`src/rtl/touch_adc_spi.sv`:
```
// Touch-screen ADC controller: debounces pen-down, then repeatedly runs X/Y
// 24-clock SPI conversion frames and publishes the coordinates with a strobe.
module touch_adc_spi #(
    parameter int unsigned CLK_DIV  = 25,
    parameter int unsigned DEBOUNCE = 1000,
    parameter int unsigned GAP      = 5000
) (
    input  logic       sys_clk,
    input  logic       iRST_n,
    input  logic       adc_penirq_n,
    input  logic       adc_dout,
    output logic       adc_cs_n,
    output logic       adc_dclk,
    output logic       adc_din,
    output logic [7:0] x_in,
    output logic [9:0] y_in,
    output logic       new_coord_r,
    output logic       penirq_n,
    output logic       transmit_en
);

    localparam int unsigned CNT_MAX = (DEBOUNCE > GAP) ? DEBOUNCE : GAP;
    localparam int unsigned CNT_W   = $clog2(CNT_MAX + 1);
    localparam int unsigned DIV_W   = 8;
    localparam int unsigned PH_W    = 6;
    // Phase 0 is the CS-to-first-rise lead, odd phases dclk high, even low;
    // phase 48 is the trailing low half, 49 is the CS-high gap before Y.
    localparam logic [PH_W-1:0] PH_LAST  = PH_W'(48);
    localparam logic [PH_W-1:0] PH_CSGAP = PH_W'(49);
    localparam logic [7:0]      CMD_X    = 8'hD0;
    localparam logic [7:0]      CMD_Y    = 8'h90;

    typedef enum logic [2:0] {
        ST_IDLE, ST_DEBOUNCE, ST_FRAME_X, ST_FRAME_Y, ST_UPDATE, ST_GAP
    } state_e;

    state_e            state_q, state_d;
    logic [1:0]        pen_q;
    logic [CNT_W-1:0]  cnt_q, cnt_d;
    logic [DIV_W-1:0]  div_q, div_d;
    logic [PH_W-1:0]   ph_q, ph_d, ph_nx;
    logic [11:0]       shreg_q, shreg_d;
    logic [7:0]        xhold_q, xhold_d;
    logic [7:0]        x_q, x_d;
    logic [9:0]        y_q, y_d;
    logic              cs_q, cs_d, dclk_q, dclk_d, din_q, din_d;
    logic              newc_q, newc_d, tx_q, tx_d;
    logic [7:0]        cmd;

    // Two-flop synchroniser for the raw pen interrupt.
    always_ff @(posedge sys_clk or negedge iRST_n) begin
        if (!iRST_n) pen_q <= 2'b11;
        else         pen_q <= {pen_q[0], adc_penirq_n};
    end

    always_ff @(posedge sys_clk or negedge iRST_n) begin
        if (!iRST_n) begin
            state_q <= ST_IDLE;
            cnt_q   <= '0;
            div_q   <= '0;
            ph_q    <= '0;
            shreg_q <= '0;
            xhold_q <= '0;
            x_q     <= '0;
            y_q     <= '0;
            cs_q    <= 1'b1;
            dclk_q  <= 1'b0;
            din_q   <= 1'b0;
            newc_q  <= 1'b0;
            tx_q    <= 1'b0;
        end else begin
            state_q <= state_d;
            cnt_q   <= cnt_d;
            div_q   <= div_d;
            ph_q    <= ph_d;
            shreg_q <= shreg_d;
            xhold_q <= xhold_d;
            x_q     <= x_d;
            y_q     <= y_d;
            cs_q    <= cs_d;
            dclk_q  <= dclk_d;
            din_q   <= din_d;
            newc_q  <= newc_d;
            tx_q    <= tx_d;
        end
    end

    always_comb begin
        state_d = state_q;
        cnt_d   = cnt_q;
        div_d   = div_q;
        ph_d    = ph_q;
        shreg_d = shreg_q;
        xhold_d = xhold_q;
        x_d     = x_q;
        y_d     = y_q;
        cs_d    = cs_q;
        dclk_d  = dclk_q;
        din_d   = din_q;
        newc_d  = 1'b0;
        tx_d    = tx_q;
        ph_nx   = ph_q + PH_W'(1);
        cmd     = (state_q == ST_FRAME_Y) ? CMD_Y : CMD_X;

        case (state_q)
            ST_IDLE: begin
                if (!pen_q[1]) begin
                    state_d = ST_DEBOUNCE;
                    cnt_d   = '0;
                end
            end
            ST_DEBOUNCE: begin
                if (pen_q[1]) begin
                    state_d = ST_IDLE;
                end else if (cnt_q == CNT_W'(DEBOUNCE - 1)) begin
                    state_d = ST_FRAME_X;
                    tx_d    = 1'b1;
                    cs_d    = 1'b0;
                    dclk_d  = 1'b0;
                    din_d   = CMD_X[7];
                    div_d   = '0;
                    ph_d    = '0;
                end else begin
                    cnt_d = cnt_q + CNT_W'(1);
                end
            end
            ST_FRAME_X, ST_FRAME_Y: begin
                if (div_q == DIV_W'(CLK_DIV - 1)) begin
                    div_d = '0;
                    ph_d  = ph_nx;
                    if (ph_nx <= PH_LAST) begin
                        dclk_d = ph_nx[0];
                        if (ph_nx[0]) begin
                            // Rising edge: capture conversion bits of periods 10..21.
                            if (ph_nx >= PH_W'(19) && ph_nx <= PH_W'(41))
                                shreg_d = {shreg_q[10:0], adc_dout};
                        end else begin
                            din_d = (ph_nx <= PH_W'(14))
                                  ? cmd[3'(PH_W'(7) - (ph_nx >> 1))] : 1'b0;
                        end
                    end else if (ph_nx == PH_CSGAP) begin
                        cs_d   = 1'b1;
                        dclk_d = 1'b0;
                        din_d  = 1'b0;
                        if (state_q == ST_FRAME_Y) begin
                            state_d = ST_UPDATE;
                            ph_d    = '0;
                            x_d     = xhold_q;
                            y_d     = shreg_q[11:2];
                            newc_d  = 1'b1;
                        end else begin
                            xhold_d = shreg_q[11:4];
                        end
                    end else begin
                        state_d = ST_FRAME_Y;
                        ph_d    = '0;
                        cs_d    = 1'b0;
                        din_d   = CMD_Y[7];
                    end
                end else begin
                    div_d = div_q + DIV_W'(1);
                end
            end
            ST_UPDATE: begin
                state_d = ST_GAP;
                cnt_d   = '0;
            end
            ST_GAP: begin
                if (cnt_q == CNT_W'(GAP - 1)) begin
                    if (!pen_q[1]) begin
                        state_d = ST_FRAME_X;
                        cs_d    = 1'b0;
                        dclk_d  = 1'b0;
                        din_d   = CMD_X[7];
                        div_d   = '0;
                        ph_d    = '0;
                    end else begin
                        state_d = ST_IDLE;
                        tx_d    = 1'b0;
                    end
                end else begin
                    cnt_d = cnt_q + CNT_W'(1);
                end
            end
            default: state_d = ST_IDLE;
        endcase
    end

    assign adc_cs_n    = cs_q;
    assign adc_dclk    = dclk_q;
    assign adc_din     = din_q;
    assign x_in        = x_q;
    assign y_in        = y_q;
    assign new_coord_r = newc_q;
    assign penirq_n    = pen_q[1];
    assign transmit_en = tx_q;

endmodule

```
`config.mk`:
```
export PLATFORM = sky130hd
export DESIGN_NAME = touch_adc_spi
export DESIGN_NICKNAME = d
export VERILOG_FILES = /design/src/rtl/touch_adc_spi.sv
export SDC_FILE = /design/constraint.sdc
export NUM_CORES = 1
export LEC_CHECK = 0
export ABC_CLOCK_PERIOD_IN_PS = 2690
export CORE_MARGIN = 2
export CORE_UTILIZATION = 48
export CTS_CLUSTER_SIZE = 40
export DETAILED_ROUTE_END_ITERATION = 16
export PLACE_DENSITY = 0.73
export SLEW_MARGIN = 20
export SYNTH_ARGS = -nofsm -noshare
export SYNTH_HDL_FRONTEND = slang
export SYNTH_SLANG_ARGS = --single-unit
export TNS_END_PERCENT = 20
```
`constraint.sdc`:
```
create_clock -name sys_clk -period 2.69 [get_ports sys_clk]
set_input_delay 0.538 -clock sys_clk [delete_from_list [all_inputs] [get_ports sys_clk]]
set_output_delay 0.538 -clock sys_clk [all_outputs]
set_load 0.05 [all_outputs]
```
======== Word level (Yosys, flattened, before mapping) ========
Cells that the tools add are included.
storage, ports and cells
  register bits after elaboration ......... 75
  word-level logic and storage cells ...... 128
  output and inout port bits .............. 24
  input bits .............................. 4
operators by class
  add/subtract/negate cells ............... 4
  bitwise gates (word level) .............. 2
  multiplexer cells ....................... 63
  order comparisons ....................... 5
  eq/ne operators ......................... 23
  reductions and logical operators ........ 17
operators with widths
  operator                                                           number
  13-bit 2-to-1 mux                                                  4
  13-bit one-hot mux with 4 select lines                             1
  6-bit 2-to-1 mux                                                   8
  8-bit 2-to-1 mux                                                   5
  5-bit AND reduction                                                6
  1-bit 2-to-1 mux                                                   27
  3-bit 2-to-1 mux                                                   8
  8-bit one-hot mux with 3 select lines                              1
  7-bit AND reduction                                                3
  2-bit inequality test, second input constant                       10
  6-bit one-hot mux with 3 select lines                              1
  3-bit one-hot mux with 5 select lines                              1
  13-bit by 1-bit adder with 13-bit output, second input constant    1
  13-bit by 10-bit == test with 1-bit output, second input constant  1
  13-bit == test, second input constant                              1
  6-bit <= comparator, second input constant                         2
  3-bit inequality test, second input constant                       4
  6-bit AND reduction                                                2
  1-bit one-hot mux with 3 select lines                              3
  8-bit by 1-bit adder with 8-bit output, second input constant      1
  8-bit by 5-bit == test with 1-bit output, second input constant    1
  7-bit 2-to-1 mux                                                   1
  6-bit by 1-bit adder with 6-bit output, second input constant      1
  3-bit by 2-bit == test with 1-bit output, second input constant    2
  other kinds (17)                                                   19

======== Depth between registers and ports, before layout ========
  depth in word-level cells ............... 9
  gate-level depth with buffers ........... 11
  gate-level depth less buffers ........... 8

======== Least setup slack after synthesis ========
Ideal clock, no wire load.
  kind .................................... register to register
  from .................................... register ph_q[0]
  to ...................................... register x_q[0], in the netlist x_in[0]
  library setup time ...................... 125 ps
  slack ................................... 282 ps
  stages on the path, launching flop included .. 12
  data required time ...................... 2,565 ps
  buffers on the path ..................... 3
  data arrival time ....................... 2,283 ps
  clock period less this slack ............ 2,408 ps
  cells stage by stage .................... dfrtp_1 -> buf_4 -> inv_1 -> ha_1 -> nor4b_1 -> a31o_2 -> a21boi_1 -> nand4_2 -> or2_1 -> buf_6 -> buf_12 -> mux2_4
between the ends
  word-level cells in the longest chain between the ends .. 4
  elaborated cells on any way between the ends .. 5
  those cells by class .................... add/sub (1); order compare (1); eq/ne (1); bitwise (1); reduce/logical (1)
ends and longest elaborated chain
  what                                        RTL line  source
  from (decl)                                 41        logic [PH_W-1:0] ph_q, ph_d, ph_nx;
  from (signal assigned)                      75        ph_q <= ph_d;
  6-bit by 1-bit adder with 6-bit output (*)  102       ph_nx = ph_q + PH_W'(1);
  6-bit <= comparator                         131       if (ph_nx <= PH_LAST) begin
  1-bit inverter (no source line)             --
  5-bit AND reduction (no source line) (*)    --
  to (signal assigned)                        64        x_q <= '0;
  to (signal assigned)                        78        x_q <= x_d;
  to (decl)                                   44        logic [7:0] x_q, x_d;
Mark *: on every way between the ends. The rest lies on a longest branch, timed or not.
A chain may end at the register's enable or synchronous reset.

======== Worst setup path in the final report ========
  from .................................... register div_q[0]
  to ...................................... register state_q[0]
between the ends
  word-level cells in the longest chain between the ends .. 3
ends and longest elaborated chain
  what                                      RTL line  source
  from (decl)                               40        logic [DIV_W-1:0] div_q, div_d;
  from (signal assigned)                    74        div_q <= div_d;
  8-bit by 5-bit == test with 1-bit output  128       if (div_q == DIV_W'(CLK_DIV - 1)) begin
  2-bit inequality test (no source line)    --
  6-bit AND reduction (no source line)      --
  to (signal assigned)                      72        state_q <= state_d;
  to (decl)                                 37        state_e state_q, state_d;
Every way passes these cells.

==> run metrics <==
Logic pwr share=28.4%; PortBufs=27; # setup viols final=0; max incr delay on CP=0.47 ns; FFs w/ async S/R, synth=100%; maximum root-to-sink buffer count=2; Seq/Total Area, Yosys=50.3%; CP required=2.92 ns; EDFF count, synth=0; startpoint types=flip-flop; diode count=0; crit path time final=2.53 ns; Final Worst Setup Slack=0.155 ns; Std-Cell Rows=32; DRT Pass-1 Iters=4; Final Slew Violations=0; CTS Sinks=75; post-CTS setup buffer count=0; Top Ports=28; WS Path Type=flip-flop to flip-flop; Syn. warnings=0; core box area=7650 um2; initial drt markers=117; period utilisation layout=94.2%; DP Worst Slack=0.130 ns; H-Tree Depth=3; CTS tree=done; Worst path slowest cell=or4b_4; Hold-fix buffers, CTS=0; CTS buffer count=9; worst hold slack=0.302 ns; met3 usage=3.78%; clk_skew=0.0110 ns; Yosys top cell by area=dfrtp_1; fin util=57.0%; clk root buf=clkbuf_8; top cell type's share of synthesized area=48.2%; vias in the first global route=2585; GPL Wtd Cong=0.861; post-synth cell types=66; nets=385; Initial Utilization=48.9%; most used routing layer=met2; vias per inst=5.50; DRC viols=0; DPL Wire Length=4.85 mm; sequential power share=41.2%; ANT nets after route=0; clock share of power=30.4%; met1 Track Usage GR=25.5%; initial antenna violation count=0; Mapped Cells=341; synth-to-layout area growth=16.7%; Die H=92.2 um; first-pass GRT wire length=12.2 mm; Internal=0.00216 W; Crit Path Max Fanout=5; leakage dissipation=2.00 nW; largest net degree at the start of global routing=76; min-delay worst type=input port to asynchronous set/reset pin; M2 GR Usage=26.8%; Die Width=92.2 um; drt wl/cell=14.7 um; Slew @ Worst Pin=0.919 ns; Cell Chain, Critical Path=inv_1, ha_1, or4b_4, or3_4, a221oi_2, o31ai_1, a21oi_2, mux2_1; #FFs+latches synth=75; Finished Cell Area=4360 um2; grt ovf=0; Synth top cells by count=dfrtp_1 (72), nand2_1 (31), mux2_2 (28); Sw Share=34.4%; main flop type after synthesis=dfrtp_1; maxcap violations=0; PwrDens=756 nW/um2; latest clock arrival within the worst-skew pair=0.35 ns; Synth Cell Area=3740 um2; post-synth net total=351; Synth area leaders=dfrtp_1 (48%), mux2_2 (8.4%), mux2_4 (3.6%); outcome=finished, final reports clean; Clock Pin Slew Worst Setup and Hold Paths=0.09 ns; layout cells sized above 1=21.3%; Die ar.=8510 um2; via count=2651; Peak VDD IR=0.000501 V; unrepaired setup endpoints after global routing=false; Max Fclk=395 MHz; Synth Area per Inst=11.0 um2; Area after DPL=4120 um2; worst relative slew slack=38.7%; most common cell in the netlist=dfrtp_1; GR Util All Layers=18.1%; DRT Wirelength=7.08 mm; Psw=0.00113 W; Final Hold Vio Count=0; CP arrival=2.77 ns; Setup TNS=0 ns; Worst setup EP type=flip-flop
## critical path: cells and delay by family, from the launching register on
| family | cells | cell delay (ns) |
|---|---|---|
| compound gates | 3 | 0.60 |
| fa+ha+maj | 1 | 0.14 |
| buf+inv | 1 | 0.08 |
| flops | 1 | 0.42 |
| mux | 1 | 0.35 |
| simple gates | 2 | 0.83 |
## kinds of logic (layout without fill, tap and decap cells)
family | Yosys count | count (layout) | share of synthesized area, %
and+or+nand+nor | 109 | 109 | 15.6
DFF | 75 | 75 | 50.3
AOI/OAI and AO/OA | 72 | 72 | 12.4
muxes | 42 | 42 | 13.5
buffers and inverters | 28 | 67 | 4.02
xor gates and xnor gates | 9 | 9 | 2.11
adders and majority gates | 6 | 6 | 2.01
## registers in the layout, indices dropped and copies added, names as in the netlist
signal and count:
x_in 8, state_q 3, cnt_q 13, adc_dclk 1, xhold_q 8, pen_q 2, adc_cs_n 1, new_coord_r 1
ph_q 6, y_in 10, adc_din 1, div_q 8, shreg_q 12, transmit_en 1
## path summary, 6_finish.rpt
path                       slack (ns)                 start                endpoint  cells after the start
min in group sys_clk             0.36    pen_q[0]$_DFF_PN1_      pen_q[1]$_DFF_PN1_                      0
hold / removal                   0.30                iRST_n     x_in[2]$_DFFE_PN0P_                      1
setup / recovery                 0.16  div_q[0]$_DFFE_PN0P_  state_q[0]$_DFFE_PN0P_                      8
hold reg to reg                  0.36    pen_q[0]$_DFF_PN1_      pen_q[1]$_DFF_PN1_                      0
setup reg to reg                 0.16  div_q[0]$_DFFE_PN0P_  state_q[0]$_DFFE_PN0P_                      8
max in group asynchronous        1.77                iRST_n  state_q[1]$_DFFE_PN0P_                      1
## power by group through the flow
| stage | Sequential [W] | Clock (W) | Combinational, W |
|---|---|---|---|
| after floorplan | 0.00138 | 0 | 0.000663 |
| after global placement | 0.00138 | 0 | 0.000906 |
| after detailed placement | 0.00138 | 0 | 0.000924 |
| after CTS | 0.00136 | 0.00102 | 0.000933 |
| after global routing | 0.00138 | 0.00106 | 0.00106 |
| final | 0.00136 | 0.00100 | 0.000935 |
## per-layer routing
layer  vias to the layer above  wire length [um]
li1                       1305                 -
met1                      1281              3500
met2                        52              3170
met3                        13               283
met4                         0               136
met5                         -                 0
## area by class of cell
type	instances	area, um2
fill	649	3290
sequential	75	1880
clock buffer	10	138
inverter	15	56.3
clock inverter	6	96.3
tap	102	128
timing repair buffer	36	348
multi-input combinational	238	1710
## stage by stage
stage | power, W | instances
floorplan | 0.00204 | 341
global placement | 0.00228 | 466
detailed placement | 0.00230 | 466
CTS | 0.00331 | 482
global route | 0.00351 | 482
finish | 0.00330 | 482
## cells in the final DEF, fill, tap and decap left out, types with 10 or more instances in the layout
master / instances
nand2_1: 30
a21oi_1: 14
nor2_1: 18
dfrtp_1: 72
inv_1: 15
clkdlybuf4s50_1: 26
clkbuf_8: 10
mux2_2: 28
o21ai_0: 24
nand3_1: 12
## what timing repair did
item / 4_1_cts / 5_1_grt
gates resized for setup: 0 / 4
endpoints found under the setup margin: 0 / 6
hold endpoints to repair: 0 / 0
(Power assumes the default switching activity.)
